<file path="src/rtl/hps_dma_arbiter_if.sv">
// Signal bundle between hps_dma_arbiter, the hps_io DMA channel and the two requester memory ports.
// The master modport is the arbiter's view; slave is the surrounding logic's view.
interface hps_dma_arbiter_if;
    logic [1:0]  req;
    logic [1:0]  grant;
    logic [1:0]  done;
    logic        err;
    logic [1:0]  dma_req;
    logic [1:0]  dma_status;
    logic        dma_rd;
    logic        dma_wr;
    logic [31:0] dma_addr;
    logic [31:0] dma_dout;
    logic [31:0] dma_din;
    logic        dma_wait;
    logic [31:0] mem_addr;
    logic [31:0] mem_wdata;
    logic [1:0]  mem_rd;
    logic [1:0]  mem_wr;
    logic [31:0] mem_rdata0;
    logic [31:0] mem_rdata1;
    logic [1:0]  mem_ready;

    modport master (
        input  req, dma_status, dma_rd, dma_wr, dma_addr, dma_dout,
               mem_rdata0, mem_rdata1, mem_ready,
        output grant, done, err, dma_req, dma_din, dma_wait,
               mem_addr, mem_wdata, mem_rd, mem_wr
    );

    modport slave (
        output req, dma_status, dma_rd, dma_wr, dma_addr, dma_dout,
               mem_rdata0, mem_rdata1, mem_ready,
        input  grant, done, err, dma_req, dma_din, dma_wait,
               mem_addr, mem_wdata, mem_rd, mem_wr
    );
endinterface

</file>
<file path="src/rtl/hps_dma_arbiter.sv">
// Round-robin sharing of the single hps_io DMA channel between two memory requesters,
// including word read/write routing and the ioctl_wait handshake back to hps_io.
module hps_dma_arbiter #(
    parameter logic [23:0] OFFER_TO = 24'd10_000_000
) (
    input  logic              clk_sys,
    input  logic              rst_n,
    hps_dma_arbiter_if.master io_bus
);
    typedef enum logic [1:0] {S_IDLE, S_OFFER, S_ACTIVE, S_DONE} state_t;

    state_t      r_state;
    logic        r_gidx;
    logic        r_last;
    logic [23:0] r_cnt;
    logic        r_busy;
    logic        r_pend_fin;
    logic        r_pend_abt;
    logic [1:0]  r_grant;
    logic [1:0]  r_dma_req;
    logic [1:0]  r_done;
    logic        r_err;
    logic        r_wait;
    logic [31:0] r_din;
    logic [31:0] r_mem_addr;
    logic [31:0] r_mem_wdata;
    logic [1:0]  r_mem_rd;
    logic [1:0]  r_mem_wr;

    logic        w_pick;
    logic        w_start;
    logic        w_fin;
    logic        w_abt;
    logic        w_ready;
    logic        w_end;
    logic        w_end_err;
    logic        w_live;
    logic [1:0]  w_onehot;
    logic [1:0]  w_pick_onehot;
    logic [23:0] w_cnt_next;
    logic [31:0] w_rdata;

    // A finish/abort behind an outstanding read only takes effect once the read data returns.
    always_comb begin
        w_pick        = (io_bus.req == 2'b11) ? ~r_last : io_bus.req[1];
        w_pick_onehot = w_pick ? 2'b10 : 2'b01;
        w_start       = (io_bus.dma_status == 2'b01);
        w_fin         = (io_bus.dma_status == 2'b10);
        w_abt         = (io_bus.dma_status == 2'b11);
        w_ready       = io_bus.mem_ready[r_gidx];
        w_rdata       = r_gidx ? io_bus.mem_rdata1 : io_bus.mem_rdata0;
        w_onehot      = r_gidx ? 2'b10 : 2'b01;
        w_cnt_next    = r_cnt + 24'd1;
        w_end         = (r_state == S_ACTIVE) &&
                        (w_fin || w_abt || r_pend_fin || r_pend_abt) &&
                        (!r_busy || w_ready);
        w_end_err     = w_abt || r_pend_abt;
        w_live        = (r_state == S_ACTIVE) && !w_end;
    end

    always_ff @(posedge clk_sys or negedge rst_n) begin
        if (!rst_n) begin
            r_state     <= S_IDLE;
            r_gidx      <= 1'b0;
            r_last      <= 1'b1;
            r_cnt       <= 24'd0;
            r_busy      <= 1'b0;
            r_pend_fin  <= 1'b0;
            r_pend_abt  <= 1'b0;
            r_grant     <= 2'b00;
            r_dma_req   <= 2'b00;
            r_done      <= 2'b00;
            r_err       <= 1'b0;
            r_wait      <= 1'b0;
            r_din       <= 32'd0;
            r_mem_addr  <= 32'd0;
            r_mem_wdata <= 32'd0;
            r_mem_rd    <= 2'b00;
            r_mem_wr    <= 2'b00;
        end else begin
            r_done   <= 2'b00;
            r_err    <= 1'b0;
            r_mem_rd <= 2'b00;
            r_mem_wr <= 2'b00;

            case (r_state)
                S_IDLE: begin
                    if (|io_bus.req) begin
                        r_gidx    <= w_pick;
                        r_last    <= w_pick;
                        r_grant   <= w_pick_onehot;
                        r_dma_req <= w_pick_onehot;
                        r_cnt     <= 24'd0;
                        r_state   <= S_OFFER;
                    end
                end
                S_OFFER: begin
                    r_cnt <= w_cnt_next;
                    if (w_start) begin
                        r_state <= S_ACTIVE;
                    end else if (w_abt || (w_cnt_next >= OFFER_TO)) begin
                        r_state   <= S_DONE;
                        r_done    <= w_onehot;
                        r_err     <= 1'b1;
                        r_grant   <= 2'b00;
                        r_dma_req <= 2'b00;
                    end else if (!io_bus.req[r_gidx]) begin
                        r_state   <= S_IDLE;
                        r_grant   <= 2'b00;
                        r_dma_req <= 2'b00;
                    end
                end
                S_ACTIVE: begin
                    if (w_end) begin
                        r_state    <= S_DONE;
                        r_done     <= w_onehot;
                        r_err      <= w_end_err;
                        r_grant    <= 2'b00;
                        r_dma_req  <= 2'b00;
                        r_pend_fin <= 1'b0;
                        r_pend_abt <= 1'b0;
                    end else if (r_busy) begin
                        r_pend_fin <= r_pend_fin | w_fin;
                        r_pend_abt <= r_pend_abt | w_abt;
                    end
                end
                S_DONE: begin
                    r_state <= S_IDLE;
                end
                default: begin
                    r_state <= S_IDLE;
                end
            endcase

            // Reads outside a live transfer still get one wait cycle so hps_io's edge capture fires.
            if (r_wait) begin
                if (!r_busy) begin
                    r_wait <= 1'b0;
                end else if (w_ready) begin
                    r_din  <= w_rdata;
                    r_wait <= 1'b0;
                    r_busy <= 1'b0;
                end
            end else if (io_bus.dma_rd) begin
                r_wait <= 1'b1;
                if (w_live) begin
                    r_mem_addr <= io_bus.dma_addr;
                    r_mem_rd   <= w_onehot;
                    r_busy     <= 1'b1;
                end else begin
                    r_din <= 32'hFFFF_FFFF;
                end
            end else if (io_bus.dma_wr && w_live) begin
                r_mem_addr  <= io_bus.dma_addr;
                r_mem_wdata <= io_bus.dma_dout;
                r_mem_wr    <= w_onehot;
            end
        end
    end

    assign io_bus.grant     = r_grant;
    assign io_bus.dma_req   = r_dma_req;
    assign io_bus.done      = r_done;
    assign io_bus.err       = r_err;
    assign io_bus.dma_din   = r_din;
    assign io_bus.dma_wait  = r_wait;
    assign io_bus.mem_addr  = r_mem_addr;
    assign io_bus.mem_wdata = r_mem_wdata;
    assign io_bus.mem_rd    = r_mem_rd;
    assign io_bus.mem_wr    = r_mem_wr;
endmodule

</file>
<file path="src/flat_wrapper.sv">
// flat-port wrapper written by rule: the top's interface ports become plain ports
module hps_dma_arbiter_flat 
#(
    parameter logic [23:0] OFFER_TO = 24'd10_000_000
)
  (clk_sys, rst_n, io_bus_req, io_bus_dma_status, io_bus_dma_rd, io_bus_dma_wr, io_bus_dma_addr, io_bus_dma_dout, io_bus_mem_rdata0, io_bus_mem_rdata1, io_bus_mem_ready, io_bus_grant, io_bus_done, io_bus_err, io_bus_dma_req, io_bus_dma_din, io_bus_dma_wait, io_bus_mem_addr, io_bus_mem_wdata, io_bus_mem_rd, io_bus_mem_wr);
  hps_dma_arbiter_if io_bus_i ();
  input  logic clk_sys;
  input  logic rst_n;
  input wire logic [$bits(io_bus_i.req)-1:0] io_bus_req;
  input wire logic [$bits(io_bus_i.dma_status)-1:0] io_bus_dma_status;
  input wire logic [$bits(io_bus_i.dma_rd)-1:0] io_bus_dma_rd;
  input wire logic [$bits(io_bus_i.dma_wr)-1:0] io_bus_dma_wr;
  input wire logic [$bits(io_bus_i.dma_addr)-1:0] io_bus_dma_addr;
  input wire logic [$bits(io_bus_i.dma_dout)-1:0] io_bus_dma_dout;
  input wire logic [$bits(io_bus_i.mem_rdata0)-1:0] io_bus_mem_rdata0;
  input wire logic [$bits(io_bus_i.mem_rdata1)-1:0] io_bus_mem_rdata1;
  input wire logic [$bits(io_bus_i.mem_ready)-1:0] io_bus_mem_ready;
  output wire logic [$bits(io_bus_i.grant)-1:0] io_bus_grant;
  output wire logic [$bits(io_bus_i.done)-1:0] io_bus_done;
  output wire logic [$bits(io_bus_i.err)-1:0] io_bus_err;
  output wire logic [$bits(io_bus_i.dma_req)-1:0] io_bus_dma_req;
  output wire logic [$bits(io_bus_i.dma_din)-1:0] io_bus_dma_din;
  output wire logic [$bits(io_bus_i.dma_wait)-1:0] io_bus_dma_wait;
  output wire logic [$bits(io_bus_i.mem_addr)-1:0] io_bus_mem_addr;
  output wire logic [$bits(io_bus_i.mem_wdata)-1:0] io_bus_mem_wdata;
  output wire logic [$bits(io_bus_i.mem_rd)-1:0] io_bus_mem_rd;
  output wire logic [$bits(io_bus_i.mem_wr)-1:0] io_bus_mem_wr;
  assign io_bus_i.req = io_bus_req;
  assign io_bus_i.dma_status = io_bus_dma_status;
  assign io_bus_i.dma_rd = io_bus_dma_rd;
  assign io_bus_i.dma_wr = io_bus_dma_wr;
  assign io_bus_i.dma_addr = io_bus_dma_addr;
  assign io_bus_i.dma_dout = io_bus_dma_dout;
  assign io_bus_i.mem_rdata0 = io_bus_mem_rdata0;
  assign io_bus_i.mem_rdata1 = io_bus_mem_rdata1;
  assign io_bus_i.mem_ready = io_bus_mem_ready;
  assign io_bus_grant = io_bus_i.grant;
  assign io_bus_done = io_bus_i.done;
  assign io_bus_err = io_bus_i.err;
  assign io_bus_dma_req = io_bus_i.dma_req;
  assign io_bus_dma_din = io_bus_i.dma_din;
  assign io_bus_dma_wait = io_bus_i.dma_wait;
  assign io_bus_mem_addr = io_bus_i.mem_addr;
  assign io_bus_mem_wdata = io_bus_i.mem_wdata;
  assign io_bus_mem_rd = io_bus_i.mem_rd;
  assign io_bus_mem_wr = io_bus_i.mem_wr;
  hps_dma_arbiter #(.OFFER_TO(OFFER_TO)) u_core (.clk_sys(clk_sys), .rst_n(rst_n), .io_bus(io_bus_i));
endmodule
</file>
<file path="config.mk">
export PLATFORM = sky130hd
export DESIGN_NAME = hps_dma_arbiter_flat
export DESIGN_NICKNAME = d
export VERILOG_FILES = /design/src/rtl/hps_dma_arbiter_if.sv /design/src/rtl/hps_dma_arbiter.sv /design/src/flat_wrapper.sv
export SDC_FILE = /design/constraint.sdc
export NUM_CORES = 1
export LEC_CHECK = 0
export BUFFER_PORTS_ARGS = -buffer_cell sky130_fd_sc_hd__buf_2
export CORE_ASPECT_RATIO = 0.7
export CORE_MARGIN = 1.5
export CORE_UTILIZATION = 53
export DETAILED_ROUTE_END_ITERATION = 8
export GPL_ROUTABILITY_DRIVEN = 0
export HOLD_SLACK_MARGIN = 0.02
export PLACE_DENSITY = 0.82
export SLEW_MARGIN = 15
export SYNTH_ARGS = -nofsm -noshare
export SYNTH_HDL_FRONTEND = slang
export SYNTH_SLANG_ARGS = --single-unit
</file>
<file path="constraint.sdc">
create_clock -name clk_sys -period 7.7 [get_ports clk_sys]
set_clock_uncertainty 0.05 [all_clocks]
set_input_delay 1.54 -clock clk_sys [delete_from_list [all_inputs] [get_ports clk_sys]]
set_output_delay 1.54 -clock clk_sys [all_outputs]
set_load 0.005 [all_outputs]
</file>
## Word level (Yosys, flattened, before mapping)

Index checks and enable logic that the tools add are counted.

| storage, ports and cells | value |
|---|---|
| register bits after elaboration | 137 |
| latch bits | 0 |
| bits in writable memories | 0 |
| memory bits (read-only) | 0 |
| bits of input ports | 138 |
| output and inout bits | 108 |
| word-level logic and storage cells | 123 |
| memories | 0 |

| operators by class | value |
|---|---|
| add/subtract/negate cells | 1 |
| $mul | 0 |
| divide/modulo/power cells | 0 |
| order comparisons | 2 |
| equality and inequality tests | 16 |
| shift operators | 0 |
| multiplexer cells | 54 |
| bitwise logic cells | 5 |
| reductions and logical operators | 29 |

Operators by type and width:

| kind | count |
|---|---|
| 32-bit 2-to-1 mux | 9 |
| 24-bit case mux with 2 select lines | 1 |
| 2-bit 2-to-1 mux | 20 |
| 24-bit by 1-bit adder with 24-bit output, second input constant | 1 |
| 24-bit greater-or-equal comparator, second input constant | 1 |
| 24-bit 2-to-1 mux | 1 |
| 1-bit 2-to-1 mux | 19 |
| 2-bit equality test, second input constant | 5 |
| 2-bit by 1-bit inequality test with 1-bit output, second input constant | 5 |
| 2-bit nonzero test | 5 |
| 3-bit AND reduction | 3 |
| 2-bit case mux with 4 select lines | 1 |
| 2-bit AND reduction | 4 |
| 1-bit logical OR | 6 |
| 2-bit case mux with 3 select lines | 1 |
| 5-bit AND reduction | 1 |
| 2-bit by 1-bit equality test with 1-bit output, second input constant | 2 |
| 1-bit logical AND | 4 |
| 2-bit inequality test, second input constant | 2 |
| 4-bit by 2-bit inequality test with 1-bit output, second input constant | 1 |
| 2-bit case mux with 2 select lines | 1 |
| 4-bit AND reduction | 1 |
| 3-bit by 2-bit inequality test with 1-bit output, second input constant | 1 |
| 1-bit NOT | 3 |
| other kinds (7) | 9 |

## Logic depth before layout (Yosys ltp)

| depth | value |
|---|---|
| word-level depth | 12 |
| mapped depth | 10 |
| depth with buffers taken out | 9 |

## Worst setup path before layout

No wires, ideal clock.

| timing | value |
|---|---|
| kind | input to register |
| start | input port io_bus_mem_ready[1] |
| end | register u_core.r_mem_wdata[10], in the netlist u_core.io_bus.mem_wdata[10] |
| library setup time | 0.125 ns |
| data arrival time | 3.287 ns |
| slack | 4.238 ns |
| stages | 9 |
| cell sequence | mux2i_1 > a21boi_1 > o31a_1 > nand2b_1 > nor2_1 > and3_1 > buf_2 > buf_2 > mux2_2 |

| on the way | value |
|---|---|
| word-level cells in the longest chain between the ends | 8 |

RTL lines:

| what | line | text |
|---|---|---|
| from (decl) | flat_wrapper.sv:18 | `input wire logic [$bits(io_bus_i.mem_ready)-1:0] io_bus_mem_ready;` |
| 1-bit 2-to-1 mux (not written as such) (2 in a row) | hps_dma_arbiter.sv:50 | `w_ready = io_bus.mem_ready[r_gidx];` |
| 1-bit logical OR | hps_dma_arbiter.sv:56 | `(!r_busy \|\| w_ready);` |
| 1-bit logical AND | hps_dma_arbiter.sv:55 | `(w_fin \|\| w_abt \|\| r_pend_fin \|\| r_pend_abt) &&` |
| 1-bit zero test | hps_dma_arbiter.sv:58 | `w_live = (r_state == S_ACTIVE) && !w_end;` |
| 1-bit logical AND | hps_dma_arbiter.sv:58 |  |
| 1-bit logical AND | hps_dma_arbiter.sv:153 | `end else if (io_bus.dma_wr && w_live) begin` |
| 3-bit AND reduction (no source line) | n/a |  |
| to (signal assigned) | hps_dma_arbiter.sv:155 | `r_mem_wdata <= io_bus.dma_dout;` |
| to (decl) | hps_dma_arbiter.sv:26 | `logic [31:0] r_mem_wdata;` |

No other way between the ends. The select of a mux whose other input is x is not followed.
A chain may end at the register's enable or synchronous reset.

## Worst setup path after layout

| timing | value |
|---|---|
| start | input port io_bus_mem_ready[1] |
| end | register u_core.r_mem_wdata[26], in the netlist u_core.io_bus.mem_wdata[26] |

Same word-level chain as after synthesis.

==> run summary <==
global-route wire length before repair: 27200 um
post-CTS sizing: 0
Largest stage delay, worst path: 0.46 ns
Tcrit/Tclk final: 47.3%
Max Clk Rate: 274 MHz
Num CTS Buffers: 17
crit path capture type: register
Post-Syn Area per Cell: 11.3 um^2
Die W: 136 um
share of layout cells above drive strength 1: 43.7%
IR drop worst, VDD: 0.231 mV
Slew HR: 22.1%
clock root buffer: clkbuf_16
Seq/Total Area, Yosys: 52.5%
DRC errors left: 0
CP Data Required Time: 7.94 ns
min Tclk post-route: 3.65 ns
DR iter-0 viols: 412
drt via density: 5.72
Detailed Routing Iterations Pass 1: 5
CP arrival: 3.88 ns
final wirelength: 17800 um
CP Launch Type: primary input
worst slew pin tran: 1.17 ns
Syn. warnings: 0
largest cells by area after synthesis: dfrtp_1 (52%), mux2_2 (11%), mux2i_1 (5.4%)
CTS tree: yes
GRT Util Overall: 27.7%
status: finished clean
NumNets Final: 953
number of synthesized flops with an enable pin: 0
Layout Area Growth over Synthesis: 30.0%
Slew Limit Fails: 0
row count: 33
post-synth top area share: 52.1%
setup violators final: 0
CP Max Fanout: 34
antenna violations before repair: 3
RSZ-0062 raised after global routing: false
I/O Pins: 246
die area: 13000 um^2
Reg area: 3430 um^2
PortBufs: 245
Leak: 4.05 nW
Async S/R FF share, synth: 100%
grt ovf: 0
via count: 5620
Netlist cell types: 66
vias in the first global route: 5331
syn_nets: 724
clock-pin slew on the worst setup and hold paths: 0.06 ns
Mapped Cells: 580
multi-input logic area: 2890 um^2
DR WL/cell: 18.1 um
Worst-Skew Late Latency: 0.41 ns
post-CTS setup repair buffer count: 0
Layout fillers: 788
largest net degree at the start of global routing: 75
Hold Path Class: reg2reg
core area: 11900 um^2
Post-DRT Antenna Nets: 0
Critical Path, Cell by Cell: buf_2 -> mux2i_1 -> a21boi_1 -> o31a_1 -> nand2b_1 -> nor2_1 -> and3_1 -> buf_4 -> mux2_2
H-tree levels: 4
synthesized cell area: 6530 um^2
setup_tns: 0 ns
post-detail-place hpwl: 12600 um
Max clock buf depth: 2
cell taking the most area after synthesis: dfrtp_1
Pwr Density: 363 nW/um^2
final instance area: 8490 um^2
Max stage delay cell, worst path: mux2i_1
die height: 95.9 um
Final Hold Vio Count: 0
Top FF cell, synth: dfrtp_1
critical path type: in2reg
clk sinks: 137
Initial Utilization: 55.1%
CTS Hold Buffers Added: 0
Placed Instance Area: 7830 um^2
Yosys reg bits: 137
# Max-Cap Violations: 0
## sequential cells by signal (all words and copies together) (netlist names), 2 cells and up, named ones only
signal and flops:
u_core.io_bus.dma_din 32, u_core.io_bus.mem_addr 32, u_core.io_bus.mem_wdata 32, u_core.r_cnt 24, u_core.io_bus.done 2, u_core.io_bus.grant 2
u_core.io_bus.mem_rd 2, u_core.io_bus.mem_wr 2
## layer usage
layer	wire [um]	track usage [%]	share of wire, %
met1	7040	33.0	40
met2	8820	47.5	50
met3	1440	7.53	8.1
met4	482	12.3	2.7
met5	0	0	0
## metrics by stage
stage | power [mW] | hold WS (ns) | utilization (%) | cells | setup WS (ns)
2_1_floorplan | 1.73 | 0.414 | - | 580 | 4.24
3_3_place_gp | 2.12 | 0.416 | 66.1 | 947 | 3.84
3_5_place_dp | 2.19 | 0.419 | 66.1 | 947 | 3.70
4_1_cts | 3.09 | 0.442 | 71.6 | 979 | 4.10
5_1_grt | 3.24 | 0.460 | 71.6 | 982 | 3.89
6_report | 3.08 | 0.446 | 71.6 | 983 | 4.05
## cells in the mapped netlist (9+ instances only)
cell type / number
nor2_1: 52
nand3_1: 17
clkbuf_1: 22
o21ai_0: 37
inv_1: 9
a21oi_1: 18
nand2_1: 24
mux2_2: 61
mux2i_1: 35
dfrtp_1: 136
buf_2: 15
a31oi_1: 40
## placed cells by master, fill, tap and decap left out, drive strengths merged, types with 3 or more instances in the layout
cell,Yosys,routed
or4,3,3
a21oi,19,19
and3,7,7
nand2,24,24
mux2,68,68
clkbuf,22,19
mux2i,35,35
a21boi,3,3
nand4,10,10
dfrtp,136,136
xnor2,3,3
inv,9,13
nand3,18,18
bufinv,0,5
and2,7,7
a21o,3,3
o21ai,38,38
a31oi,40,40
nor2,52,52
o41ai,3,3
buf,20,252
o31ai,4,4
ha,6,6
nor4,6,6
diode,0,4
nor2b,3,3
o22ai,4,4
clkinv,0,3
## report_power, final
part / total, mW / switching, mW / internal, mW / leakage (nW)
registers: 1.15 / 0.161 / 0.986 / 1.66
clock network: 0.893 / 0.313 / 0.580 / 0.313
logic: 1.04 / 0.540 / 0.504 / 2.08
total: 3.08 / 1.01 / 2.07 / 4.05
## path summary, 6_finish.rpt
check / startpoint / cells after the start / slack [ns] / end
worst max-delay path: io_bus_mem_ready[1] / 9 / 4.05 / u_core.io_bus.mem_wdata[26]$_DFFE_PN0P_
min in group asynchronous: rst_n / 1 / 1.16 / u_core.io_bus.mem_addr[24]$_DFFE_PN0P_
worst min-delay path: u_core.io_bus.mem_wdata[29]$_DFFE_PN0P_ / 1 / 0.45 / u_core.io_bus.mem_wdata[29]$_DFFE_PN0P_
max in group asynchronous: rst_n / 2 / 4.96 / u_core.io_bus.dma_din[2]$_DFFE_PN0P_
worst max register to register: u_core.r_cnt[0]$_DFFE_PN0P_ / 9 / 4.31 / u_core.io_bus.done[0]$_DFF_PN0_
worst min register to register: u_core.io_bus.mem_wdata[29]$_DFFE_PN0P_ / 1 / 0.45 / u_core.io_bus.mem_wdata[29]$_DFFE_PN0P_
## cell families (layout without fill, tap and decap cells)
kind of cell	count (synthesis)	count (layout)	share of synthesized area [%]
compound gates	133	133	13.0
xor+xnor	5	5	0.670
fa+ha+maj	6	6	1.15
buf+inv	51	293	3.39
flops	137	137	52.5
mux	103	103	17.1
other cells	0	4	0
simple gates	145	145	12.2
## area by class of cell
type	count	share of cell area [%]
Antenna cell	4	0.118
Inverter	9	0.398
Clock inverter	13	2.53
Multi-Input combinational cell	392	34.0
Tap cell	157	2.31
Timing Repair Buffer	252	15.1
Clock buffer	19	5.10
Sequential cell	137	40.4
## worst max-delay path, delay by kind of cell
family / cells / cell delay, ns
AOI/OAI and AO/OA: 2 / 0.37
buffers and inverters: 2 / 0.47
muxes: 2 / 0.86
and+or+nand+nor: 3 / 0.63
(Power assumes the default switching activity.)
